<file path="src/rtl/hci_package.sv">
// Shared definitions for the HCI core protocol monitor.
// The package holds the rule bit indices, the rule count and a fired-rule counter helper.
package hci_package;

    localparam int HCI_MONITOR_N_ERR = 6;

    typedef enum logic [2:0] {
        ERR_RQ3_STABLE    = 3'd0,
        ERR_RQ4_NORETIRE  = 3'd1,
        ERR_RSP3_STABLE   = 3'd2,
        ERR_RSP5_NORETIRE = 3'd3,
        ERR_STALL         = 3'd4,
        ERR_UNDERFLOW     = 3'd5
    } hci_monitor_err_e;

    function automatic logic [2:0] countFired(input logic [HCI_MONITOR_N_ERR-1:0] fired);
        logic [2:0] total;
        total = '0;
        for (int i = 0; i < HCI_MONITOR_N_ERR; i++) begin
            total = total + {2'b00, fired[i]};
        end
        return total;
    endfunction

endpackage

</file>
<file path="src/rtl/hci_core_protocol_monitor_channel.sv">
// Per-channel HCI protocol rule checker: stability, no-retire, stall and underflow detection.
// The stall counter exists only when HCI_MONITOR_STALL_TIMEOUT_EN is defined.
module hci_core_protocol_monitor_channel
    import hci_package::*;
#(
    parameter int unsigned RQ_PW     = 105,
    parameter int unsigned RSP_PW    = 33,
    parameter int unsigned CNT_W     = 8,
    parameter int unsigned STALL_THR = 256,
    parameter logic [HCI_MONITOR_N_ERR-1:0] WAIVE_MASK = '0
) (
    input  logic                         clk_i,
    input  logic                         rst_ni,
    input  logic                         req_i,
    input  logic                         gnt_i,
    input  logic [RQ_PW-1:0]             rq_payload_i,
    input  logic                         r_valid_i,
    input  logic                         r_ready_i,
    input  logic [RSP_PW-1:0]            rsp_payload_i,
    input  logic                         clear_i,
    output logic [HCI_MONITOR_N_ERR-1:0] err_o,
    output logic [HCI_MONITOR_N_ERR-1:0] err_next_o,
    output logic [CNT_W-1:0]             err_cnt_o,
    output logic [CNT_W-1:0]             outstanding_o
);

    localparam logic [CNT_W-1:0] CNT_MAX = '1;

    logic                         prevReq_q, prevGnt_q, prevRValid_q, prevRReady_q;
    logic [RQ_PW-1:0]             prevRqPayload_q;
    logic [RSP_PW-1:0]            prevRspPayload_q;
    logic [HCI_MONITOR_N_ERR-1:0] err_q, err_d;
    logic [CNT_W-1:0]             errCnt_q, errCnt_d;
    logic [CNT_W-1:0]             outst_q, outst_d;

    logic                         rqPending, rspPending, grant, retire, stallFire;
    logic [HCI_MONITOR_N_ERR-1:0] rawFire, fire;
    logic [2:0]                   fireCnt;
    logic [CNT_W-1:0]             cntBase;
    logic [CNT_W+2:0]             cntSum;

`ifdef HCI_MONITOR_STALL_TIMEOUT_EN
    localparam int unsigned STALL_W = $clog2(STALL_THR + 1);
    localparam logic [STALL_W-1:0] STALL_FIRE = STALL_W'(STALL_THR - 1);
    localparam logic [STALL_W-1:0] STALL_SAT  = STALL_W'(STALL_THR);

    logic [STALL_W-1:0] stallCnt_q, stallCnt_d;

    // The counter parks at STALL_THR so one stall episode fires exactly once.
    always_comb begin
        stallCnt_d = '0;
        stallFire  = 1'b0;
        if (req_i && !gnt_i) begin
            stallFire  = (stallCnt_q == STALL_FIRE);
            stallCnt_d = (stallCnt_q == STALL_SAT) ? stallCnt_q : stallCnt_q + 1'b1;
        end
    end

    always_ff @(posedge clk_i) begin
        if (!rst_ni) begin
            stallCnt_q <= '0;
        end else begin
            stallCnt_q <= stallCnt_d;
        end
    end
`else
    assign stallFire = 1'b0;
`endif

    assign rqPending  = prevReq_q & ~prevGnt_q;
    assign rspPending = prevRValid_q & ~prevRReady_q;
    assign grant      = req_i & gnt_i;
    assign retire     = r_valid_i & r_ready_i;

    always_comb begin
        rawFire                    = '0;
        rawFire[ERR_RQ3_STABLE]    = rqPending & (rq_payload_i != prevRqPayload_q);
        rawFire[ERR_RQ4_NORETIRE]  = rqPending & ~req_i;
        rawFire[ERR_RSP3_STABLE]   = rspPending & (rsp_payload_i != prevRspPayload_q);
        rawFire[ERR_RSP5_NORETIRE] = rspPending & ~r_valid_i;
        rawFire[ERR_STALL]         = stallFire;
        rawFire[ERR_UNDERFLOW]     = retire & ~grant & (outst_q == '0);
        fire                       = rawFire & ~WAIVE_MASK;
        fireCnt                    = countFired(fire);
    end

    // Outstanding stays put when a grant and a retire land in the same cycle.
    always_comb begin
        outst_d = outst_q;
        if (grant && !retire) begin
            if (outst_q != CNT_MAX) begin
                outst_d = outst_q + 1'b1;
            end
        end else if (retire && !grant && (outst_q != '0)) begin
            outst_d = outst_q - 1'b1;
        end
    end

    // A clear coinciding with a new event keeps that event's flags and count.
    always_comb begin
        err_d    = (clear_i ? '0 : err_q) | fire;
        cntBase  = clear_i ? '0 : errCnt_q;
        cntSum   = {3'b000, cntBase} + {{CNT_W{1'b0}}, fireCnt};
        errCnt_d = (cntSum > {3'b000, CNT_MAX}) ? CNT_MAX : cntSum[CNT_W-1:0];
    end

    always_ff @(posedge clk_i) begin
        if (!rst_ni) begin
            prevReq_q        <= 1'b0;
            prevGnt_q        <= 1'b0;
            prevRValid_q     <= 1'b0;
            prevRReady_q     <= 1'b0;
            prevRqPayload_q  <= '0;
            prevRspPayload_q <= '0;
            err_q            <= '0;
            errCnt_q         <= '0;
            outst_q          <= '0;
        end else begin
            prevReq_q        <= req_i;
            prevGnt_q        <= gnt_i;
            prevRValid_q     <= r_valid_i;
            prevRReady_q     <= r_ready_i;
            prevRqPayload_q  <= rq_payload_i;
            prevRspPayload_q <= rsp_payload_i;
            err_q            <= err_d;
            errCnt_q         <= errCnt_d;
            outst_q          <= outst_d;
        end
    end

    assign err_o         = err_q;
    assign err_next_o    = err_d;
    assign err_cnt_o     = errCnt_q;
    assign outstanding_o = outst_q;

endmodule

</file>
<file path="src/rtl/hci_core_protocol_monitor.sv">
// Passive multi-channel HCI core protocol monitor with a masked, registered interrupt.
// Define HCI_MONITOR_STALL_TIMEOUT_EN to build the per-channel stall detectors (err_o bit 4).
module hci_core_protocol_monitor
    import hci_package::*;
#(
    parameter int unsigned N_CH      = 4,
    parameter int unsigned RQ_PW     = 105,
    parameter int unsigned RSP_PW    = 33,
    parameter int unsigned CNT_W     = 8,
    parameter int unsigned STALL_THR = 256,
    parameter logic [HCI_MONITOR_N_ERR-1:0] WAIVE_MASK = 6'b0
) (
    input  logic                                    clk_i,
    input  logic                                    rst_ni,
    input  logic [N_CH-1:0]                         req_i,
    input  logic [N_CH-1:0]                         gnt_i,
    input  logic [N_CH-1:0][RQ_PW-1:0]              rq_payload_i,
    input  logic [N_CH-1:0]                         r_valid_i,
    input  logic [N_CH-1:0]                         r_ready_i,
    input  logic [N_CH-1:0][RSP_PW-1:0]             rsp_payload_i,
    input  logic                                    clear_i,
    input  logic [HCI_MONITOR_N_ERR-1:0]            irq_mask_i,
    output logic [N_CH-1:0][HCI_MONITOR_N_ERR-1:0]  err_o,
    output logic [N_CH-1:0][CNT_W-1:0]              err_cnt_o,
    output logic [N_CH-1:0][CNT_W-1:0]              outstanding_o,
    output logic                                    irq_o
);

    logic [N_CH-1:0][HCI_MONITOR_N_ERR-1:0] errNext;
    logic                                   irq_q, irq_d;

    for (genvar c = 0; c < N_CH; c++) begin : gen_ch
        hci_core_protocol_monitor_channel #(
            .RQ_PW      (RQ_PW),
            .RSP_PW     (RSP_PW),
            .CNT_W      (CNT_W),
            .STALL_THR  (STALL_THR),
            .WAIVE_MASK (WAIVE_MASK)
        ) u_channel (
            .clk_i         (clk_i),
            .rst_ni        (rst_ni),
            .req_i         (req_i[c]),
            .gnt_i         (gnt_i[c]),
            .rq_payload_i  (rq_payload_i[c]),
            .r_valid_i     (r_valid_i[c]),
            .r_ready_i     (r_ready_i[c]),
            .rsp_payload_i (rsp_payload_i[c]),
            .clear_i       (clear_i),
            .err_o         (err_o[c]),
            .err_next_o    (errNext[c]),
            .err_cnt_o     (err_cnt_o[c]),
            .outstanding_o (outstanding_o[c])
        );
    end

    // Reducing the next-state flags keeps irq_o aligned with err_o.
    always_comb begin
        irq_d = 1'b0;
        for (int c = 0; c < N_CH; c++) begin
            irq_d = irq_d | (|(errNext[c] & irq_mask_i));
        end
    end

    always_ff @(posedge clk_i) begin
        if (!rst_ni) begin
            irq_q <= 1'b0;
        end else begin
            irq_q <= irq_d;
        end
    end

    assign irq_o = irq_q;

endmodule

</file>
<file path="config.mk">
export PLATFORM = sky130hd
export DESIGN_NAME = hci_core_protocol_monitor
export DESIGN_NICKNAME = d
export VERILOG_FILES = /design/src/rtl/hci_package.sv /design/src/rtl/hci_core_protocol_monitor_channel.sv /design/src/rtl/hci_core_protocol_monitor.sv
export SDC_FILE = /design/constraint.sdc
export NUM_CORES = 1
export LEC_CHECK = 0
export CAP_MARGIN = 20
export CORE_AREA = 8 8 268 270
export CTS_CLUSTER_SIZE = 28
export DETAILED_ROUTE_END_ITERATION = 7
export DIE_AREA = 0 0 276 278
export HOLD_SLACK_MARGIN = 0.1
export PLACE_DENSITY = 0.69
export SKIP_CTS_REPAIR_TIMING = 1
export SLEW_MARGIN = 20
export SYNTH_ARGS = -nofsm -noshare
export SYNTH_HDL_FRONTEND = slang
export SYNTH_SLANG_ARGS = --single-unit
</file>
<file path="constraint.sdc">
create_clock -name clk_i -period 9.1 [get_ports clk_i]
set_input_delay 1.82 -clock clk_i [delete_from_list [all_inputs] [get_ports clk_i]]
set_output_delay 1.82 -clock clk_i [all_outputs]
set_load 0.01 [all_outputs]
</file>
* After elaboration in Yosys (flattened, before gate mapping) *
Index checks and enable logic that the tools add are counted.

word-level totals
  flip-flop bits (word level) = 657
  input bits = 577
  output and inout port bits = 89

operators by class
  add/sub/neg operators = 28
  $lt $le $gt $ge = 4
  equal/unequal tests = 16
  mux-type cells = 24
  bitwise operators = 71
  reduce and logical (&&, ||, !) cells = 40

operator list
  kind                 count
  $ne 105x105->1       4
  $mux 8               20
  $ne 33x33->1         4
  $gt 11x8->1 const B  4
  $and 1x1->1          40
  $add 3x1->3          12
  $add 8x3->9          4
  $add 8x1->8 const B  4
  $logic_not 8->1      4
  $ne 8x8->1 const B   4
  $reduce_bool 8->1    4
  $sub 8x1->8 const B  4
  $and 6x6->6          4
  $mux 6               4
  $or 6x6->6           4
  $reduce_or 6->1      4
  $not 1->1            20
  $logic_and 1x1->1    12
  $add 1x1->2          4
  $logic_not 1->1      8
  $ne 2x2->1 const B   4
  $reduce_and 2->1     4
  $reduce_bool 2->1    4
  $or 1x1->1           3

* Depth between registers and ports, before layout *
Gate-level depths: netlist of the first run.

  depth in word-level cells = 10
  depth in mapped cells = 19
  mapped depth without buffers = 19

* Modules after synthesis *
Synthesis of the first run repeated with hierarchy kept, for this count alone.

unflattened totals
  cell total of the unflattened synthesis = 2677
  area, all modules = 27512.6 um^2

modules (own cells, without submodules)
  module                                                        times used  cells an instance  area each (um^2)
  hci_core_protocol_monitor_channel at gen_ch[1].u_channel ...  2           660                6814.0
  hci_core_protocol_monitor_channel at gen_ch[3].u_channel      1           697                7033.0
  hci_core_protocol_monitor_channel at gen_ch[0].u_channel      1           650                6754.0
  hci_core_protocol_monitor                                     1           10                 97.6

* Least setup slack after synthesis of the first run *
OpenSTA, ideal clock, no wires.

  path type = input-to-reg
  from = input rq_payload_i[43] in the netlist's numbering
  to = register gen_ch[0].u_channel.errCnt_q[4]
  library setup time = 0.128 ns
  data arrival time = 5.470 ns
  path slack = 3.503 ns
  stages = 18
  cell sequence = xnor2_1 nand2_1 or4_1 nor4_2 a31oi_1 ha_1 fa_1 ha_1 inv_1 fa_1 inv_1 fa_1 a21oi_1 nor2_1 and4_1 clkbuf_1 a21oi_1 nor2_1

on the way
  longest elaborated chain between the ends = 9

ends and longest elaborated chain
  item                        line                                      RTL
  start: declaration          hci_core_protocol_monitor.sv:17           input logic [N_CH-1:0][RQ_PW-1:0] rq_payload_i,
  $ne 105x105->1 *            hci_core_protocol_monitor_channel.sv:77   rawFire[ERR_RQ3_STABLE] = rqPending & (rq_payload_i != prevRqPayload_q);
  $and 1x1->1 *               hci_core_protocol_monitor_channel.sv:77
  $add 1x1->2 *               hci_package.sv:20                         total = total + {2'b00, fired[i]};
  $add 3x1->3 * (3 in a row)  hci_package.sv:20
  $add 8x3->9 *               hci_core_protocol_monitor_channel.sv:103  cntSum = {3'b000, cntBase} + {{CNT_W{1'b0}}, fireCnt};
  $gt 11x8->1                 hci_core_protocol_monitor_channel.sv:104  errCnt_d = (cntSum > {3'b000, CNT_MAX}) ? CNT_MAX : cntSum[CNT_W-1:0];
  $mux 8 *                    hci_core_protocol_monitor_channel.sv:104
  end signal: assignment      hci_core_protocol_monitor_channel.sv:126  errCnt_q <= errCnt_d;
  end: declaration            hci_core_protocol_monitor_channel.sv:33   logic [CNT_W-1:0] errCnt_q, errCnt_d;

Every way passes the cells marked *; elsewhere a longest branch is shown, timed or not.
A chain may end at the register's enable or synchronous reset.

* Worst setup path in the final report of the first run *
  from = input rq_payload_i[416] in the netlist's numbering
  to = register gen_ch[3].u_channel.errCnt_q[4]

on the way
  longest elaborated chain between the ends = 9

ends and longest elaborated chain
  item                        line
  $ne 105x105->1 *            hci_core_protocol_monitor_channel.sv:77
  $and 1x1->1 *               hci_core_protocol_monitor_channel.sv:77
  $add 1x1->2 *               hci_package.sv:20
  $add 3x1->3 * (3 in a row)  hci_package.sv:20
  $add 8x3->9 *               hci_core_protocol_monitor_channel.sv:103
  $gt 11x8->1                 hci_core_protocol_monitor_channel.sv:104
  $mux 8 *                    hci_core_protocol_monitor_channel.sv:104
  end signal: assignment      hci_core_protocol_monitor_channel.sv:126
  end: declaration            hci_core_protocol_monitor_channel.sv:33

Marks and branches as above.

==> results_dict.tcl, run 1 <==
set metrics [dict create \
    status "finished, final reports clean" \
    grt_setup_unrepaired "false" \
    syn-cell-area_um2 26600 \
    die_x_um 276 \
    cp-start-kind "primary input" \
    max_clock_freq_mhz 157 \
    power_density_nw_per_um2 204 \
    syn-num-nets 3239 \
    hold-path-cell-count 2 \
    nNetsFinal 3905 \
    grt_max_degree 213 \
    htree_levels 3 \
    drv_slew 0 \
    r2r_start "gen_ch[3].u_channel.prevRqPayload_q[95]" \
    drv_cap 0 \
    drt_iter0_drc 854 \
    grt_remaining_overflow 0 \
    slowest_delay_ps 580 \
    min_period_over_period_pct 69.8 \
    drcViolationCount 0 \
    internal_power_uw 5590 \
    hold-worst-slack_ps 490 \
    clk_pin_slew_ps 60 \
    combPwrFrac_pct 17.1 \
    start_util_pct 39.3 \
    area_growth_pct 37.6 \
    clkPwrFrac_pct 40.2 \
    clockBufferDepth 3 \
    worst_pin_slew_ps 1260 \
    synth-simple-area-share_pct 22.3 \
    synthFlopType "dfxtp_1" \
    slew_headroom_pct 16.0 \
    num_vias 19400 \
    leakage_uw 0.0145 \
    vias_per_cell 4.58 \
    synthAdderAreaFrac_pct 3.27 \
    final_layout_size_suffix_gt1_share_pct 4.21 \
    switching_power_uw 1870 \
    worstHoldStart "gen_ch[0].u_channel.err_o[5]" \
    setup_viol 0 \
    core_um2 67700 \
    fin_skew_ps 15.9 \
    hp-class "reg -> reg" \
    numCtsBuffers 74 \
    track_usage_pct 19.6 \
    synth_seq_cells 657 \
    place_congestion 0.843 \
    netlist-cell-type-count 55 \
    critical_path_peak_fanout 7 \
    synth_top_family_by_area "simple AND/OR/NAND/NOR gates" \
    io_pins 666 \
    crit_family "simple AND/OR/NAND/NOR gates" \
    pwr-share-seq_pct 42.7 \
    synth-warning-count 0 \
    dp_hpwl_mm 60.5 \
    die_h_um 278 \
    p_sw_share_pct 25.1 \
    worstSetupPathType "in -> reg" \
    grt_pass1_wl_mm 117 \
    worstPathRequired_ps 9550 \
    r2r-end "gen_ch[3].u_channel.err_cnt_o[4]" \
    hold_path_end "gen_ch[0].u_channel.err_o[5]" \
    synthMuxAreaShare_pct 0.902 \
    synth_edf_count 0 \
    synth_seq_area_share_pct 49.4 \
    r2r_cells 18 \
    clock_insertion_delay_worst_skew_ps 600 \
    critPathArrivalTime_ps 6810 \
    cp_cell_sequence "clkdlybuf4s50_1 > xnor2_1 > nand4_1 > nor4_1 > nand3_1 > nor4_1 > nor2_1 > ha_1 > fa_1 > ha_1 > inv_1 > fa_1 > inv_1 > fa_1 > a21oi_1 > nor2_1 > and4_1 > a21oi_1 > nor2_1" \
    synthArstFlopShare_pct 0 \
    cts_sinks 657 \
    syn_inst 2602 \
    hold_viol_final 0 \
    dr.pass1.iters 4 \
    synth-compound-area-share_pct 3.76 \
    end_kind "flip-flop" \
    syn_area_per_cell_um2 10.2 \
    antenna_found_initial 25 \
    ant_nets 0 \
    cts_tree "done" \
    reg2reg_slack_ps 4090 \
    grt_pass1_vias 19700 \
    drt-wirelength-per-cell_um 18.5 \
    min_period_ps 6360 \
    cp_num_buf_inv 3 \
    die_area_um2 76700 \
    wirelength_mm 78.0 \
    critPathSlowestCell "nor4_1" \
    finalSetupTns_ps 0 \
    port_buffers 665 \
    irDropWorstVdd_uv 135 \
    ctsRootBufferMaster "clkbuf_16" \
    core.rowCount 96 \
    synth_xor_area_share_pct 18.3 \
]
## power groups by stage
stage                     Sequential [µW]  Clock, µW  Combinational, µW
final                                3190       3000               1280
after global routing                 3210       3200               1410
after CTS                            3190       3090               1300
after detailed placement             3250          0               1280
after global placement               3250          0               1280
after floorplan                      3250          0                693
## worst max-delay path by stage
stage / start / end / slack [ps] / depth (start not counted)
global placement: rq_payload_i[315] / gen_ch[3].u_channel.err_cnt_o[5] / 2080 / 19
finish: rq_payload_i[416] / gen_ch[3].u_channel.err_cnt_o[4] / 2740 / 19
detailed placement: rq_payload_i[410] / gen_ch[3].u_channel.err_cnt_o[7] / 2040 / 19
floorplan: rq_payload_i[43] / gen_ch[0].u_channel.err_cnt_o[4] / 3500 / 18
CTS: rq_payload_i[416] / gen_ch[3].u_channel.err_cnt_o[7] / 2680 / 19
global route: rq_payload_i[33] / gen_ch[0].u_channel.err_cnt_o[4] / 2420 / 18
## sequential cells by signal, indices dropped and copies added, names as in the netlist
signal,count
gen_ch.u_channel.outstanding_o,32
gen_ch.u_channel.prevReq_q,4
gen_ch.u_channel.prevRspPayload_q,132
gen_ch.u_channel.err_cnt_o,32
gen_ch.u_channel.prevRReady_q,4
gen_ch.u_channel.prevRValid_q,4
irq_o,1
gen_ch.u_channel.prevGnt_q,4
gen_ch.u_channel.prevRqPayload_q,420
gen_ch.u_channel.err_o,24
## worst min-delay path, stage by stage, from the launching register on
cell and delay [ps]:
dfxtp_1 320, nand2_1 70, a21oi_1 50
## final cells by class
type	count	area [µm²]
clock buffers	107	2160
diodes	20	50.0
multi-input cells	1799	12900
well taps	882	1100
flip-flops and latches	657	13200
fillers	6078	31100
repair buffers	671	6710
inverters	65	246
clock inverters	27	309
## layout by cell type (no fill, tap or decap), types with 13 or more instances in the layout
cell type        Yosys  final
nand4_1             95     95
o22ai_1             13     13
nand2b_1            20     20
clkbuf_16            0     75
a21o_1              24     24
xnor2_1            326    326
nand2_1             32     32
nand3_1             16     16
a21oi_1             47     47
inv_1               64     63
and2_1             546    546
nor4_1              83     83
dfxtp_1            657    657
clkinv_2             0     16
mux2i_1             24     24
nor2_1             153    153
nor2b_1             29     29
xor2_1             231    231
clkbuf_1            79     16
clkbuf_8             1     16
clkdlybuf4s50_1      0    663
fa_1                16     16
ha_1                44     44
diode_2              0     20
## metal layers
metal  share of wire (%)  wire (µm)  track usage [%]
met5                0.15        115                0
met4                 2.7       2110             6.58
met3                 9.3       7250             8.08
met2                  48      37300             33.2
met1                  40      31300             22.2
## through the flow
stage / cell area (µm²) / cells / power, µW / util, % / worst slack [ps]
finish: 36700 / 4228 / 7470 / 54.1 / 2740
detailed placement: 34200 / 4074 / 4540 / 50.4 / 2040
global placement: 34200 / 4074 / 4520 / 50.4 / 2080
floorplan: 26600 / 2602 / 3940 / - / 3500
CTS: 36600 / 4208 / 7580 / 54.1 / 2680
global route: 36600 / 4221 / 7830 / 54.1 / 2420
## cell usage after synthesis (3+ instances only)
cell type | n | area share (%)
a22oi_1 | 3 | 0.085
and4_1 | 3 | 0.099
a21oi_1 | 47 | 0.88
and3_1 | 5 | 0.12
nand2_1 | 32 | 0.45
fa_1 | 16 | 1.2
a211oi_1 | 5 | 0.14
inv_1 | 64 | 0.90
dfxtp_1 | 657 | 49
nor3b_1 | 4 | 0.11
nand3_1 | 16 | 0.30
a221oi_1 | 8 | 0.26
nor2_1 | 153 | 2.2
nor2b_1 | 29 | 0.68
nor4b_1 | 6 | 0.20
nor3_1 | 12 | 0.23
nor4_1 | 83 | 1.9
o41ai_1 | 4 | 0.13
and2_1 | 546 | 13
nand2b_1 | 20 | 0.47
ha_1 | 44 | 2.1
or4_1 | 7 | 0.20
clkbuf_1 | 79 | 1.1
nand4_1 | 95 | 2.2
o22ai_2 | 3 | 0.14
mux2i_1 | 24 | 0.90
o21ai_0 | 3 | 0.056
xor2_1 | 231 | 7.6
o2111ai_1 | 3 | 0.099
xnor2_1 | 326 | 11
a21o_1 | 24 | 0.68
a41oi_1 | 4 | 0.13
o2bb2ai_1 | 5 | 0.16
o22ai_1 | 13 | 0.31
o21a_1 | 4 | 0.11
## logic make-up (layout without fill, tap and decap cells)
group                      count (synthesis)  in the layout
AOI/OAI and AO/OA                        140            140
xor gates and xnor gates                 557            557
adders and majority gates                 60             60
buffers and inverters                    146            870
DFF                                      657            657
muxes                                     24             24
other                                      0             20
and+or+nand+nor                         1018           1018
Note: power is estimated with default switching activity, not from simulation.
==> run 2: changes to the inputs <==
clock period = 6.2 ns   (was 9.1 ns; I/O delays follow)
==> results_dict.tcl, run 2 (synthesis results as in run 1) <==
set metrics [dict create \
    grt_max_degree 259 \
    worstPathRequired_ps 6650 \
    layout_common_cells "663 x clkdlybuf4s50_1, 657 x dfxtp_1, 546 x and2_1, 326 x xnor2_1, 231 x xor2_1" \
    drv_slew 0 \
    clockBufferDepth 3 \
    clk_pin_slew_ps 60 \
    switching_power_uw 2740 \
    drcViolationCount 0 \
    largest-register "gen_ch.u_channel.prevRqPayload_q" \
    max_clock_freq_mhz 179 \
    io_pins 666 \
    grt_pass1_wl_mm 119 \
    largest_reg_flops 420 \
    combPwrFrac_pct 17.2 \
    fin_skew_ps 28.5 \
    worstSetupPathType "in -> reg" \
    clock_insertion_delay_worst_skew_ps 610 \
    place_congestion 0.829 \
    wirelength_mm 78.4 \
    core_um2 67700 \
    status "finished, final reports clean" \
    slew_headroom_pct 31.7 \
    use_met2_pct 34.6 \
    reg2reg_slack_ps 1380 \
    dr.pass1.iters 5 \
    met3_usage_pct 7.29 \
    grt_setup_unrepaired "false" \
    final_layout_size_suffix_gt1_share_pct 4.29 \
    numCtsBuffers 74 \
    track_usage_pct 19.9 \
    cts_sinks 657 \
    setup_viol 0 \
    drt-wirelength-per-cell_um 18.6 \
    r2r_cells 22 \
    cts_tree "done" \
    start_util_pct 39.3 \
    global_route.usage.met1_pct 22.8 \
    r2r_start "gen_ch[3].u_channel.prevRqPayload_q[0]" \
    port_buffers 665 \
    htree_levels 3 \
    grt_pass1_vias 20100 \
    final_common_cell "clkdlybuf4s50_1" \
    core.rowCount 96 \
    grt_remaining_overflow 0 \
    critical_path_peak_fanout 3 \
    hp-class "reg -> reg" \
    leakage_uw 0.0146 \
    drt_iter0_drc 833 \
    ctsRootBufferMaster "clkbuf_16" \
    end_kind "flip-flop" \
    internal_power_uw 8180 \
    dp_hpwl_mm 60.6 \
    clkPwrFrac_pct 39.9 \
    power_density_nw_per_um2 297 \
    min_period_over_period_pct 90.2 \
    cp-startpoint "rq_payload_i[416]" \
    ant_nets 0 \
    endpoint "gen_ch[3].u_channel.err_cnt_o[5]" \
    vias_per_cell 4.62 \
    hold_viol_final 0 \
    hold-worst-slack_ps 497 \
    antenna_found_initial 11 \
    r2r-end "gen_ch[3].u_channel.err_cnt_o[5]" \
    die_x_um 276 \
    critPathArrivalTime_ps 6050 \
    grt-busiest-layer "met2" \
    die_area_um2 76700 \
    drv_cap 0 \
    cp-start-kind "primary input" \
    fin_util_pct 54.2 \
    min_period_ps 5590 \
    die_h_um 278 \
    worst_pin_slew_ps 1020 \
    reg_top3 "gen_ch.u_channel.prevRqPayload_q x420, gen_ch.u_channel.prevRspPayload_q x132" \
    nNetsFinal 3919 \
    area_growth_pct 37.8 \
    num_vias 19500 \
    p_sw_share_pct 25.1 \
    pwr-share-seq_pct 42.9 \
    irDropWorstVdd_uv 239 \
]
## run 2: cell count changes in the layout (fill, tap and decap cells not counted), sizes merged
| cell | previous run | this run |
|---|---|---|
| buf | 8 | 22 |
| bufinv | 5 | 2 |
| clkbuf | 107 | 119 |
| clkinv | 19 | 5 |
| diode | 20 | 8 |
## run 2: critical path, cell delays in order
cell,delay [ps]
clkdlybuf4s50_1,490
xnor2_1,120
nand4_1,120
nor4_1,380
buf_4,170
nand3_1,80
nor4_1,440
buf_4,200
nor2_1,70
ha_1,290
fa_1,490
ha_1,140
inv_1,50
fa_1,520
inv_1,60
ha_1,270
a21o_1,170
a21oi_1,200
buf_4,150
nor2_1,50
xor2_1,140
a21oi_1,150
nor2_1,50
## run 2: layout make-up
class,count,area [µm²]
diodes,8,20.0
clock buffers,119,2280
clock inverters,10,145
fillers,6180,31000
inverters,65,246
multi-input cells,1799,12900
flip-flops and latches,657,13200
well taps,882,1100
repair buffers,685,6830
## run 2: power groups by stage
| stage | clock network (µW) | logic (µW) | registers, µW |
|---|---|---|---|
| global placement | 0 | 1880 | 4770 |
| global route | 4640 | 2080 | 4710 |
| CTS | 4470 | 1910 | 4680 |
| floorplan | 0 | 1020 | 4770 |
| finish | 4360 | 1880 | 4680 |
| detailed placement | 0 | 1890 | 4770 |
## run 2: how the worst min path moves through the flow
stage | from | endpoint | slack (ps) | cells after the start
after detailed placement | gen_ch[0].u_channel.err_o[5] | gen_ch[0].u_channel.err_o[5] | 490 | 2
after global placement | gen_ch[0].u_channel.err_o[5] | gen_ch[0].u_channel.err_o[5] | 480 | 2
after global routing | gen_ch[0].u_channel.err_o[5] | gen_ch[0].u_channel.err_o[5] | 510 | 2
after CTS | gen_ch[0].u_channel.err_o[5] | gen_ch[0].u_channel.err_o[5] | 500 | 2
final | gen_ch[0].u_channel.err_o[5] | gen_ch[0].u_channel.err_o[5] | 500 | 2
after floorplan | gen_ch[1].u_channel.err_o[5] | gen_ch[1].u_channel.err_o[5] | 500 | 2
## run 2: metal layers
metal  share of wire [%]  wire, µm
met5               0.050        39
met4                 2.4      1870
met3                 8.0      6300
met2                  48     37900
met1                  41     32300
## run 2: through the flow
stage / worst slack [ps] / std cells / area [µm²] / power (µW) / TNS (ps)
3_5_place_dp: -32.9 / 4088 / 34300 / 6660 / -134
4_1_cts: 576 / 4217 / 36700 / 11100 / 0
6_report: 607 / 4225 / 36700 / 10900 / 0
5_1_grt: 322 / 4222 / 36700 / 11400 / 0
3_3_place_gp: -59.6 / 4088 / 34300 / 6640 / -282
2_1_floorplan: 1180 / 2602 / 26600 / 5790 / 0
